`config.mk`:
```
export PLATFORM = sky130hd
export DESIGN_NAME = mem_access_ctrl
export DESIGN_NICKNAME = d
export VERILOG_FILES = /design/src/rtl/mem_access_ctrl.sv
export SDC_FILE = /design/constraint.sdc
export NUM_CORES = 1
export LEC_CHECK = 0
export ABC_AREA = 0
export CAP_MARGIN = 0
export CORE_MARGIN = 1.5
export CORE_UTILIZATION = 44
export CTS_CLUSTER_SIZE = 40
export DETAILED_ROUTE_END_ITERATION = 10
export PLACE_DENSITY = 0.82
export SLEW_MARGIN = 15
export SYNTH_ARGS = -nofsm -noshare
export SYNTH_HDL_FRONTEND = slang
export SYNTH_SLANG_ARGS = --single-unit
```
`constraint.sdc`:
```
create_clock -name clk -period 3.2 [get_ports clk]
set_input_delay 0.64 -clock clk [delete_from_list [all_inputs] [get_ports clk]]
set_output_delay 0.64 -clock clk [all_outputs]
set_load 0.01 [all_outputs]
```
`src/rtl/mem_access_ctrl.sv`:
```
// MEM-stage data-memory access controller: issues aligned req/ack accesses,
// builds store byte-enables, aligns load data and registers the MEM/WB result.
module mem_access_ctrl #(
  parameter int unsigned TIMEOUT = 16
) (
  input  logic        clk,
  input  logic        Reset,
  input  logic        Valid_in,
  input  logic [31:0] ALUShift_out_in,
  input  logic [31:0] StoreData_in,
  input  logic        MemWr_in,
  input  logic        MemtoReg_in,
  input  logic [1:0]  LoadType_in,
  input  logic        LoadSign_in,
  input  logic        RegWr_in,
  input  logic        Exception_in,
  input  logic [4:0]  Rd_in,
  output logic        Stall_out,
  output logic        mem_req,
  output logic        mem_we,
  output logic [31:0] mem_addr,
  output logic [3:0]  mem_be,
  output logic [31:0] mem_wdata,
  input  logic        mem_ack,
  input  logic [31:0] mem_rdata,
  output logic        Valid_out,
  output logic [31:0] WbData_out,
  output logic [4:0]  Rd_out,
  output logic        RegWr_out,
  output logic        Exception_out,
  output logic        AddrErr_out,
  output logic        BusErr_out
);

  localparam int unsigned CNT_W = (TIMEOUT > 2) ? $clog2(TIMEOUT) : 1;

  typedef enum logic [0:0] {S_IDLE = 1'b0, S_WAIT = 1'b1} state_t;

  state_t           r_state;
  state_t           w_next;
  logic [CNT_W-1:0] r_cnt;
  logic [4:0]       r_rd;
  logic             r_regwr;
  logic [1:0]       r_lt;
  logic             r_sign;
  logic [1:0]       r_off;

  logic        w_half;
  logic        w_byte;
  logic        w_word;
  logic        w_memop;
  logic        w_misal;
  logic        w_ok;
  logic        w_last;
  logic [3:0]  w_be;
  logic [31:0] w_wdata;
  logic [7:0]  w_ld_byte;
  logic [15:0] w_ld_half;
  logic [31:0] w_load;

  // Access classification of the instruction sitting in EX/MEM
  assign w_half  = (LoadType_in == 2'b01);
  assign w_byte  = (LoadType_in == 2'b10);
  assign w_word  = ~(w_half | w_byte);
  assign w_memop = Valid_in & (MemWr_in | MemtoReg_in);
  assign w_misal = (w_half & ALUShift_out_in[0]) | (w_word & (|ALUShift_out_in[1:0]));
  assign w_ok    = w_memop & ~w_misal & ~Exception_in;
  assign w_last  = (r_cnt == CNT_W'(TIMEOUT - 1));

  // Store lane steering; loads drive no byte enables
  always_comb begin
    w_be    = 4'b0000;
    w_wdata = 32'h0;
    if (MemWr_in) begin
      if (w_byte) begin
        w_be    = 4'b0001 << ALUShift_out_in[1:0];
        w_wdata = {4{StoreData_in[7:0]}};
      end else if (w_half) begin
        w_be    = 4'b0011 << ALUShift_out_in[1:0];
        w_wdata = {2{StoreData_in[15:0]}};
      end else begin
        w_be    = 4'b1111;
        w_wdata = StoreData_in;
      end
    end
  end

  // Little-endian load extraction using the captured offset and size
  always_comb begin
    w_ld_byte = mem_rdata[{r_off, 3'b000} +: 8];
    w_ld_half = mem_rdata[{r_off[1], 4'b0000} +: 16];
    case (r_lt)
      2'b10:   w_load = {{24{r_sign & w_ld_byte[7]}}, w_ld_byte};
      2'b01:   w_load = {{16{r_sign & w_ld_half[15]}}, w_ld_half};
      default: w_load = mem_rdata;
    endcase
  end

  always_ff @(posedge clk or negedge Reset) begin
    if (!Reset) r_state <= S_IDLE;
    else        r_state <= w_next;
  end

  always_comb begin
    w_next = r_state;
    case (r_state)
      S_IDLE:  if (w_ok) w_next = S_WAIT;
      S_WAIT:  if (mem_ack || w_last) w_next = S_IDLE;
      default: w_next = S_IDLE;
    endcase
  end

  // Stall drops in the completion cycle so upstream advances on the retiring edge
  always_comb begin
    Stall_out = 1'b0;
    case (r_state)
      S_IDLE:  Stall_out = w_ok;
      S_WAIT:  Stall_out = ~mem_ack & ~w_last;
      default: Stall_out = 1'b0;
    endcase
  end

  always_ff @(posedge clk or negedge Reset) begin
    if (!Reset) begin
      mem_req       <= 1'b0;
      mem_we        <= 1'b0;
      mem_addr      <= 32'h0;
      mem_be        <= 4'h0;
      mem_wdata     <= 32'h0;
      Valid_out     <= 1'b0;
      WbData_out    <= 32'h0;
      Rd_out        <= 5'h0;
      RegWr_out     <= 1'b0;
      Exception_out <= 1'b0;
      AddrErr_out   <= 1'b0;
      BusErr_out    <= 1'b0;
      r_cnt         <= '0;
      r_rd          <= 5'h0;
      r_regwr       <= 1'b0;
      r_lt          <= 2'b00;
      r_sign        <= 1'b0;
      r_off         <= 2'b00;
    end else begin
      Valid_out   <= 1'b0;
      AddrErr_out <= 1'b0;
      BusErr_out  <= 1'b0;
      case (r_state)
        S_IDLE: begin
          if (w_ok) begin
            mem_req   <= 1'b1;
            mem_we    <= MemWr_in;
            mem_addr  <= {ALUShift_out_in[31:2], 2'b00};
            mem_be    <= w_be;
            mem_wdata <= w_wdata;
            r_rd      <= Rd_in;
            r_regwr   <= RegWr_in;
            r_lt      <= LoadType_in;
            r_sign    <= LoadSign_in;
            r_off     <= ALUShift_out_in[1:0];
            r_cnt     <= '0;
          end else if (Valid_in) begin
            Valid_out     <= 1'b1;
            WbData_out    <= ALUShift_out_in;
            Rd_out        <= Rd_in;
            Exception_out <= Exception_in;
            AddrErr_out   <= w_memop & w_misal & ~Exception_in;
            RegWr_out     <= RegWr_in & ~(w_memop & w_misal) & ~Exception_in;
          end
        end
        S_WAIT: begin
          r_cnt <= r_cnt + CNT_W'(1);
          // Ack takes priority over a coinciding timeout
          if (mem_ack) begin
            mem_req       <= 1'b0;
            Valid_out     <= 1'b1;
            Rd_out        <= r_rd;
            Exception_out <= 1'b0;
            if (mem_we) begin
              WbData_out <= {mem_addr[31:2], r_off};
              RegWr_out  <= 1'b0;
            end else begin
              WbData_out <= w_load;
              RegWr_out  <= r_regwr;
            end
          end else if (w_last) begin
            mem_req       <= 1'b0;
            Valid_out     <= 1'b1;
            BusErr_out    <= 1'b1;
            WbData_out    <= {mem_addr[31:2], r_off};
            Rd_out        <= r_rd;
            RegWr_out     <= 1'b0;
            Exception_out <= 1'b0;
          end
        end
        default: ;
      endcase
    end
  end

endmodule

```
Word-level counts from Yosys, hierarchy flattened
Cells that the tools add are included.
- logic and storage cells: 106
- bits in registers: 126
- output and inout bits: 113
- mux-type cells: 46
- bitwise logic cells: 22
- shift operators: 4
- eq/ne operators: 9
- reductions and logical operators: 5
- add/sub/neg operators: 1
- operator list (cell ; count):
    $mux W32 ; 8
    $pmux W32 S2 ; 2
    $shiftx A32 B6 Y16 ; 1
    $shiftx A32 B6 Y8 ; 1
    $mux W1 ; 20
    $mux W5 ; 4
    $mux W4 ; 4
    $and A1 B1 Y1 ; 12
    $pmux W1 S2 ; 6
    $pmux W5 S2 ; 1
    $pmux W4 S2 ; 1
    $not A1 Y1 ; 7
    $ne A2 B2 Y1 const B ; 3
    $add A4 B1 Y4 const B ; 1
    $eq A2 B1 Y1 const B ; 2
    $eq A2 B2 Y1 const B ; 2
    $eq A4 B4 Y1 const B ; 1
    $reduce_and A2 Y1 ; 2
    $shl A1 B2 Y4 const A ; 1
    $shl A2 B2 Y4 const A ; 1
    $ne A3 B2 Y1 const B ; 1
    $or A1 B1 Y1 ; 3
    $reduce_and A3 Y1 ; 1
    $reduce_or A2 Y1 ; 1
    $logic_or A1 B1 Y1 ; 1

Depth between registers and ports, before layout
Gate-level depths: netlist of the first run.
- depth after elaboration: 12
- depth in mapped cells: 9
- mapped depth without buffers: 8

Worst setup path before layout of the first run
Ideal clock, no wire load.
- path kind: input port to output port
- from: input LoadType_in[0]
- to: output Stall_out
- stages: 7
- arrival time: 1.660 ns
- slack: 0.900 ns
- path through: inv_1 -> ha_1 -> nand2b_1 -> and2_2 -> nor3b_1 -> nor2_1 -> nor2_1
- word-level cells in the longest chain between the ends: 9
- elaborated cells on any way between the ends: 11
- those cells by class: 2 x eq/ne; 1 x mux; 8 x bitwise
- RTL lines (what ; line ; source):
    start, declared ; 13 ; input logic [1:0] LoadType_in,
    $eq A2 B1 Y1 or $eq A2 B2 Y1 (tied branches) ; 62, 63 ;
    $or A1 B1 Y1 ; 64 ; assign w_word = ~(w_half | w_byte);
    $not A1 Y1 ; 64 ;
    $and A1 B1 Y1 ; 66 ; assign w_misal = (w_half & ALUShift_out_in[0]) | (w_word & (|ALUShift_out_in[1:0]));
    $or A1 B1 Y1 * ; 66 ;
    $not A1 Y1 * ; 67 ; assign w_ok = w_memop & ~w_misal & ~Exception_in;
    $and A1 B1 Y1 * (2 in a row) ; 67 ;
    $pmux W1 S2 * ; 116 ; case (r_state)
    end, declared ; 18 ; output logic Stall_out,
Mark *: on every way between the ends. The rest lies on a longest branch, timed or not.

Final worst setup path of the first run
- from: input ALUShift_out_in[0]
- to: output Stall_out
- word-level cells in the longest chain between the ends: 7
- elaborated cells on any way between the ends: 8
- those cells by class: 1 x mux; 6 x bitwise; 1 x reduce/logical
- RTL lines (what ; line ; source):
    start, declared ; 9 ; input logic [31:0] ALUShift_out_in,
    $reduce_or A2 Y1 ; 66 ;
    $and A1 B1 Y1 ; 66 ;
    $or A1 B1 Y1 * ; 66 ;
    $not A1 Y1 * ; 67 ;
    $and A1 B1 Y1 * (2 in a row) ; 67 ;
    $pmux W1 S2 * ; 116 ;
Marked as above.

==> qor.csv, run 1 <==
metric,value,unit
status,completed,
Chip Width,129,µm
Worst EP required,2.56,ns
pwr dens,927,nW/µm²
Skew-Pair Late Insertion Delay,0.42,ns
vias in the first global route,6042,
Chip Height,129,µm
final WL,20400,µm
Crit Path Max Fanout,2,
Diodes inserted,0,
sequential share of the synthesized area,45.3,%
Post-synth EDFFs,0,
post-route minimum period,3.02,ns
CTS Hold Bufs,0,
Area growth syn-to-layout,43.5,%
setup TNS,0,ns
Hold Path Class,in -> async,
Rows,45,
number of routed nets with antenna violations,0,
Initial Util,45.4,%
Inserted Clock Buffers,17,
synthesized area,6960,µm²
largest net degree at the start of global routing,72,
CTS tree,built,
"flops & latches, synth",126,
antenna violations before repair,0,
Residual DRC,0,
Commonest cells post-synth,"dfrtp_1 (126), nand2_1 (118), o21ai_0 (94)",
Via Count,6214,
slew of the pin with the lowest slew margin,0.746,ns
drt first-iter violations,357,
Worst setup EP type,output pin,
Crit path arrival time,2.38,ns
Leakage,4.27,nW
Post-Syn Instances,726,
most frequent cell after synthesis,dfrtp_1,
syn avg cell area,9.58,µm²
hpwl dp,14700,µm
GRT Util Overall,25.3,%
post-layout util,65.2,%
Final Setup Violations,0,
fraction of layout cells with a size suffix above 1,13.5,%
Post-synth ARST share,100,%
I/O Buffers,222,
Tot Pwr,9.26,mW
design area,9990,µm²
# fillers,1231,
hold_ws,0.239,ns
Boundary Pins,225,
count of cell types in the netlist,58,
Yosys top cell area share,45.3,%
kind of critical path,in -> out,
Startpoint Class,input port,
via/cell ratio,5.33,
fmax,331,MHz
clk slew on worst S/H paths,0.06,ns
Overflow after GRT,0,
clock skew,0.00928,ns
clk sinks,126,
Slew HR,50.3,%
worst-case clock buffer depth,2,
VDD IR max,459,µV
RR Startpoint,r_off[1],
CORE AREA,15300,µm²
routed length per instance,17.5,µm
setup bufs post-CTS,0,
Layout Nets,1062,
"area leader, netlist",dfrtp_1,
R2R cell count,6,
Tcrit/Tclk final,94.5,%
Synth Flop Type,dfrtp_1,
total die area,16600,µm²
routability cong.,0.843,
"reg-to-reg slack, setup",1.18,ns
CTS Root Cell,clkbuf_16,
Pre-antenna DRT Iters,5,
Synth area leaders,"dfrtp_1 (45%), o21ai_0 (6.8%), nand2_1 (6.4%)",
Max Slew Vio Count,0,
first-pass GRT wire length,32500,µm
H-tree depth,4,
Synthesis Warnings,0,
placed cell areas,9390,µm²
Hold Fails Final Rpt,0,
RSZ-0062 raised after global routing,no,
reg2reg end,WbData_out[2],
Max-cap violations,0,
==> final cells by class <==
cell class / count / area, µm² / share of cell area, %
clock buffers: 19 / 453 / 4.54
clock inverters: 13 / 139 / 1.39
inverters: 28 / 106 / 1.07
multi-input cells: 516 / 3360 / 33.6
flip-flops and latches: 126 / 3150 / 31.6
well taps: 211 / 264 / 2.64
repair buffers: 252 / 2510 / 25.1
==> cells in the final DEF, fill, tap and decap left out, drive strengths merged, types with 25 or more instances in the layout <==
cell type,instances
clkdlybuf4s50,220
buf,31
inv,28
nor2,38
mux2i,28
dfrtp,126
mux2,56
a31oi,32
nand2b,25
o21ai,109
nand2,118
==> kinds of logic after synthesis <==
| logic type | share of synthesized area (%) |
|---|---|
| mux | 13.1 |
| flops | 45.3 |
| buf+inv | 6.80 |
| xor+xnor | 0.126 |
| fa+ha+maj | 1.62 |
| compound gates | 18.6 |
| simple gates | 14.4 |
| other cells | 0.0539 |
==> critical path, stage by stage <==
cell	delay, ns
clkdlybuf4s50_1	0.49
inv_1	0.06
ha_1	0.19
nand2b_1	0.15
and2_2	0.19
nor3b_2	0.15
nor2_1	0.15
nor2_2	0.07
dlygate4sd2_1	0.29
==> stage by stage <==
| step | setup WS, ns | std cells |
|---|---|---|
| floorplan | 0.900 | 727 |
| global placement | -0.0729 | 1133 |
| detailed placement | -0.132 | 1133 |
| CTS | 0.138 | 1165 |
| global route | 0.0562 | 1165 |
| finish | 0.177 | 1165 |
==> where the power goes <==
part | internal (mW) | total (mW) | switching (mW)
Clock | 1.19 | 1.92 | 0.730
Combinational | 2.29 | 4.48 | 2.18
Sequential | 2.33 | 2.86 | 0.531
Total | 5.81 | 9.26 | 3.44
==> sequential cells by signal, indices dropped and copies added (netlist names), 2 cells and up <==
register,flops
WbData_out,32
mem_wdata,32
mem_addr,30
Rd_out,5
r_rd,5
mem_be,4
r_cnt,4
r_lt,2
r_off,2
==> layer usage <==
layer	routed length, µm	GRT usage [%]	vias up
met2	9600	40.9	279
met1	8660	32.9	2939
li1	-	-	2967
met5	0	0	-
met3	1790	7.23	29
met4	378	7.73	0
==> worst max-delay path by stage <==
stage | from | endpoint | slack (ns)
3_5_place_dp | LoadType_in[0] | Stall_out | -0.13
5_1_grt | LoadType_in[0] | Stall_out | 0.06
6_report | ALUShift_out_in[0] | Stall_out | 0.18
4_1_cts | LoadType_in[0] | Stall_out | 0.14
3_3_place_gp | LoadType_in[0] | Stall_out | -0.07
2_1_floorplan | LoadType_in[0] | Stall_out | 0.90
==> repair_timing <==
| item | 4_1_cts | 5_1_grt |
|---|---|---|
| pin swaps | 0 | 1 |
| endpoints found under the hold margin | 0 | 0 |
| setup endpoints to repair | 1 | 1 |
| gates resized for setup | 1 | 2 |
Note: power is estimated with default switching activity, not from simulation.
==> run 2, diff against run 1 <==
--- a/config.mk
+++ b/config.mk
@@ -12,6 +12,7 @@
 export CTS_CLUSTER_SIZE = 40
 export DETAILED_ROUTE_END_ITERATION = 10
 export PLACE_DENSITY = 0.82
+export REMOVE_ABC_BUFFERS = 1
 export SLEW_MARGIN = 15
 export SYNTH_ARGS = -nofsm -noshare
 export SYNTH_HDL_FRONTEND = slang
==> run 2 against run 1 <==
Clock skew is essentially flat; sequential cell count unchanged; register-to-register slack lost 0.27 ns; global-route usage grew 0.31 points; clock power down 11%; utilization is 0.24 points lower; maximum frequency down 1.8%; critical path depth did not move; first-iteration DRC count down 20%; sequential power barely moved; critical path type unchanged; highest routed layer unchanged.
==> qor.csv, run 2 (same netlist as run 1, synthesis figures left out) <==
metric,value,unit,change
Rows,45,,unchanged
routed length per instance,17.5,µm,about the same
drt first-iter violations,286,,-20%
Chip Height,129,µm,unchanged
Diodes inserted,0,,unchanged
VDD IR max,472,µV,+2.8%
Post-Layout Cell Count,1170,,+0.43%
Switch Pwr,3.41,mW,-0.84%
Layout Nets,1068,,+0.56%
kind of critical path,in -> out,,
CTS tree,built,,
Hold Path Class,in -> async,,
via/cell ratio,5.33,,about the same
RSZ-0062 raised after global routing,no,,
vias in the first global route,6126,,+1.4%
CTS Root Cell,clkbuf_16,,
total die area,16600,µm²,unchanged
CP peak stage delay,0.51,ns,+0.02 ns
placed insts,1138,,+0.44%
Inserted Clock Buffers,17,,unchanged
post-layout util,65.0,%,-0.24 points
Residual DRC,0,,unchanged
Crit path arrival time,2.44,ns,+0.06 ns
Slew HR,42.9,%,-7.3 points
Boundary Pins,225,,unchanged
Via Count,6239,,+0.40%
clock skew,0.00893,ns,-0.000350 ns
slew of the pin with the lowest slew margin,0.856,ns,+0.110 ns
H-tree depth,4,,unchanged
clk slew on worst S/H paths,0.05,ns,about the same
final WL,20500,µm,+0.44%
pwr dens,913,nW/µm²,-1.5%
Final Setup Violations,0,,unchanged
Logic pwr share,49.6,%,+1.2 points
antenna violations before repair,1,,+1
Overflow after GRT,0,,unchanged
fraction of layout cells with a size suffix above 1,13.6,%,+0.034 points
CP Cell Sequence,clkdlybuf4s50_1 -> inv_1 -> ha_1 -> nand2b_1 -> and2_2 -> nor3b_2 -> nor2_1 -> nor2_1 -> dlygate4sd2_1,,
Tot Pwr,9.09,mW,-1.8%
Worst setup EP type,output pin,,
"commonest non-fill, non-tap cell in the layout",clkdlybuf4s50_1,,
largest net degree at the start of global routing,70,,-2.8%
Startpoint Class,input port,,
routability cong.,0.834,,-1.1%
largest registers,"WbData_out: 32 flops, mem_wdata: 32 flops, mem_addr: 30 flops",,
fmax,325,MHz,-1.8%
Leakage,4.27,nW,about the same
Worst EP required,2.56,ns,about the same
CORE AREA,15300,µm²,unchanged
Initial Util,45.4,%,unchanged
Max Slew Vio Count,0,,unchanged
number of routed nets with antenna violations,0,,unchanged
Max-cap violations,0,,unchanged
"commonest cells after routing, fill and taps aside","clkdlybuf4s50_1 (220), dfrtp_1 (125), nand2_1 (118)",,
Area growth syn-to-layout,43.0,%,
Tcrit/Tclk final,96.2,%,+1.7 points
Skew-Pair Late Insertion Delay,0.41,ns,about the same
setup TNS,0,ns,unchanged
Net Sw Frac,37.6,%,+0.37 points
CP dominant cell by count,nor2_1,,
first-pass GRT wire length,32500,µm,-0.17%
Crit Path Max Fanout,2,,unchanged
critical path's slowest cell,clkdlybuf4s50_1,,
Power Internal,5.67,mW,-2.4%
worst-case clock buffer depth,2,,unchanged
Hold Fails Final Rpt,0,,unchanged
hold_ws,0.174,ns,-0.0645 ns
# fillers,1284,,+4.3%
hpwl dp,14700,µm,about the same
Flop pwr share,31.6,%,+0.7 points
clk sinks,126,,unchanged
GRT Util Overall,25.6,%,+0.31 points
post-route minimum period,3.08,ns,+0.0556 ns
I/O Buffers,222,,unchanged
status,completed,,
Chip Width,129,µm,unchanged
Clock power frac,18.8,%,-1.9 points
Pre-antenna DRT Iters,5,,unchanged
## run 2: final timing paths
kind	slack (ns)	start	depth (start not counted)	to
min in group clk	0.47	Exception_out	2	Exception_out
hold / removal	0.17	Reset	1	mem_addr[13]
max in group asynchronous	2.22	Reset	2	r_state
setup / recovery	0.12	ALUShift_out_in[0]	9	Stall_out
setup reg to reg	0.91	r_lt[0]	7	WbData_out[4]
hold reg to reg	0.47	Exception_out	2	Exception_out
## run 2: per-stage QoR
step / cell area, µm² / setup slack, ns
after floorplan: 6600 / -0.328
after global placement: 9420 / -0.110
after detailed placement: 9420 / -0.177
after CTS: 9940 / 0.0867
after global routing: 9950 / 0.00127
final: 9950 / 0.122
## run 2: cell type report
| type | count | area [µm²] | area share (%) |
|---|---|---|---|
| Clock inverter | 8 | 42.5 | 0.428 |
| Inverter | 28 | 106 | 1.07 |
| Sequential cell | 126 | 3150 | 31.7 |
| Tap cell | 211 | 264 | 2.65 |
| Clock buffer | 23 | 478 | 4.80 |
| Multi-Input combinational cell | 516 | 3360 | 33.8 |
| Timing Repair Buffer | 258 | 2540 | 25.6 |
## run 2: routing by layer
layer	up-vias	routed length [µm]	track usage, %	part of all wire [%]
met3	31	2000	8.73	9.7
met4	0	377	8.92	1.8
met1	2958	8460	31.4	41
met2	269	9670	42.1	47
li1	2981	-	-	-
met5	-	0	0	0
## run 2: what timing repair did
item	4_1_cts	5_1_grt
hold buffers	0	0
resized for setup	1	1
endpoints found under the setup margin	1	1
pin swaps	0	1
setup buffers	0	1
## run 2: power by group through the flow
stage | sequential (mW) | combinational, mW | clock (mW)
floorplan | 3.18 | 1.90 | 0
global placement | 2.86 | 4.43 | 0
detailed placement | 2.89 | 4.52 | 0
CTS | 2.87 | 4.53 | 1.73
global route | 2.96 | 4.92 | 1.82
finish | 2.87 | 4.51 | 1.71
## run 2: critical path: cells and delay by family
| family | cells | cell delay, ns |
|---|---|---|
| buffers and inverters | 3 | 0.88 |
| adder cells (fa/ha/maj) | 1 | 0.21 |
| AND/OR/NAND/NOR | 5 | 0.72 |
==> run 3, diff against run 2 <==
--- a/config.mk
+++ b/config.mk
@@ -8,10 +8,10 @@
 export ABC_AREA = 0
 export CAP_MARGIN = 0
 export CORE_MARGIN = 1.5
-export CORE_UTILIZATION = 44
+export CORE_UTILIZATION = 51
 export CTS_CLUSTER_SIZE = 40
 export DETAILED_ROUTE_END_ITERATION = 10
-export PLACE_DENSITY = 0.82
+export PLACE_DENSITY_LB_ADDON = 0.05
 export REMOVE_ABC_BUFFERS = 1
 export SLEW_MARGIN = 15
 export SYNTH_ARGS = -nofsm -noshare
==> run 3 against run 2 <==
Cell count down 3.2%; sequential cell count did not move; critical path depth unchanged; maximum frequency is 1.3% higher; utilization up 9.6 points; combinational power about the same; power rose by 1.6%; routed wire length is 3.2% lower; non-clock buffer count shrank 4; register-to-register slack barely moved; global-route usage rose by 3.4 points; critical path type unchanged; largest cell class unchanged; largest power group unchanged.
==> qor.csv, run 3 (same netlist as run 1, synthesis figures left out) <==
metric,value,unit,change
status,completed,,
drt first-iter violations,345,,+21%
H-tree depth,4,,unchanged
hpwl dp,14100,µm,-4.7%
Slew HR,44.5,%,+1.6 points
Chip Width,120,µm,-6.9%
CTS Hold Bufs,0,,unchanged
Inserted Clock Buffers,17,,unchanged
Leakage,4.26,nW,-0.13%
Initial Util,52.3,%,+6.9 points
CTS Root Cell,clkbuf_16,,
fraction of layout cells with a size suffix above 1,12.9,%,-0.69 points
pwr dens,932,nW/µm²,+2.0%
antenna violations before repair,0,,-1
Crit Path Max Fanout,2,,unchanged
clock skew,0.00532,ns,-0.00361 ns
CTS tree,built,,
Residual DRC,0,,unchanged
number of routed nets with antenna violations,0,,unchanged
vias in the first global route,6278,,+2.5%
routed length per instance,17.5,µm,about the same
routability cong.,0.807,,-3.2%
"commonest non-fill, non-tap cell in the layout",clkdlybuf4s50_1,,
CP Cell Sequence,clkdlybuf4s50_1 -> inv_1 -> ha_1 -> nand2b_1 -> and2_2 -> nor3b_1 -> nor2_1 -> nor2_1 -> dlygate4sd2_1,,
Tcrit/Tclk final,95.0,%,-1.2 points
Worst setup EP type,output pin,,
fmax,329,MHz,+1.3%
first-pass GRT wire length,32300,µm,-0.49%
Via Count,6259,,+0.32%
total die area,14400,µm²,-13%
VDD IR max,507,µV,+7.3%
FF/Latch Area,3150,µm²,unchanged
Worst EP required,2.56,ns,about the same
CORE AREA,13300,µm²,-13%
final WL,19900,µm,-3.2%
Pre-antenna DRT Iters,4,,-1
CP peak stage delay,0.47,ns,-0.04 ns
I/O Buffers,222,,unchanged
Hold Fails Final Rpt,0,,unchanged
Area growth syn-to-layout,42.4,%,
post-route minimum period,3.04,ns,-0.0397 ns
kind of critical path,in -> out,,
CP dominant cell by count,nor2_1,,
worst-case clock buffer depth,2,,unchanged
via/cell ratio,5.53,,+3.7%
slew of the pin with the lowest slew margin,0.832,ns,-0.0237 ns
Overflow after GRT,0,,unchanged
Crit path arrival time,2.40,ns,-0.04 ns
# fillers,978,,-24%
Final Setup Violations,0,,unchanged
clk slew on worst S/H paths,0.05,ns,about the same
largest registers,"WbData_out: 32 flops, mem_wdata: 32 flops, mem_addr: 30 flops",,
"commonest cells after routing, fill and taps aside","clkdlybuf4s50_1 (220), dfrtp_1 (125), nand2_1 (118)",,
Chip Height,120,µm,-6.9%
clk sinks,126,,unchanged
largest net degree at the start of global routing,79,,+13%
critical path's slowest cell,clkdlybuf4s50_1,,
Startpoint Class,input port,,
Skew-Pair Late Insertion Delay,0.42,ns,about the same
Max-cap violations,0,,unchanged
Multi-input gate area,3360,µm²,-0.15%
Hold Path Class,in -> async,,
Layout Nets,1064,,-0.37%
Max Slew Vio Count,0,,unchanged
RSZ-0062 raised after global routing,no,,
Tot Pwr,9.23,mW,+1.6%
Rows,42,,-6.7%
Boundary Pins,225,,unchanged
GRT Util Overall,28.9,%,+3.4 points
Diodes inserted,0,,unchanged
hold_ws,0.316,ns,+0.142 ns
run 3: worst max-delay path: cells and delay by family:
kind / cells / cell delay (ns)
buf+inv: 3 / 0.82
simple gates: 5 / 0.65
fa+ha+maj: 1 / 0.29
run 3: final timing paths:
check | cells after the start | slack [ns] | end | start
setup reg to reg | 6 | 0.90 | WbData_out[6] | r_off[1]
hold / removal | 1 | 0.32 | mem_addr[21] | Reset
setup / recovery | 9 | 0.16 | Stall_out | LoadType_in[0]
max in group asynchronous | 2 | 2.06 | WbData_out[18] | Reset
hold reg to reg | 2 | 0.48 | mem_be[3] | mem_be[3]
min in group clk | 2 | 0.48 | mem_be[3] | mem_be[3]
run 3: timing repair:
| action | CTS | global route |
|---|---|---|
| buffers inserted | 0 | 0 |
| resized for setup | 1 | 0 |
| endpoints found under the hold margin | 0 | 0 |
| endpoints found under the setup margin | 1 | 0 |
run 3: stage by stage:
stage          worst slack (ns)  instances  cell area, µm²  util [%]  setup TNS [ns]
6_report                  0.161       1132            9910      74.5               0
2_1_floorplan            -0.328        670            6600         -          -18.21
3_5_place_dp             -0.122       1100            9360      70.4          -0.122
4_1_cts                   0.152       1132            9910      74.5               0
5_1_grt                  0.0230       1132            9910      74.5               0
3_3_place_gp             -0.107       1100            9360      70.4          -0.107
run 3: area by class of cell:
type / instances / share of cell area, %
inverters: 28 / 1.07
well taps: 176 / 2.22
clock buffers: 24 / 4.66
repair buffers: 254 / 25.4
flip-flops and latches: 126 / 31.8
multi-input cells: 516 / 33.9
clock inverters: 8 / 0.909
run 3: routing by layer:
layer | wire length [µm] | track usage, % | part of all wire, % | vias to the layer above
met5 | 0 | 0 | 0 | -
met4 | 673 | 12.4 | 3.4 | 0
met3 | 1480 | 8.94 | 7.4 | 49
met2 | 9710 | 48.8 | 49 | 241
met1 | 8000 | 34.2 | 40 | 2993
li1 | - | - | - | 2976
run 3: report_power, final:
group / switching, mW / internal (mW)
logic: 2.20 / 2.33
clock network: 0.675 / 1.16
registers: 0.545 / 2.33
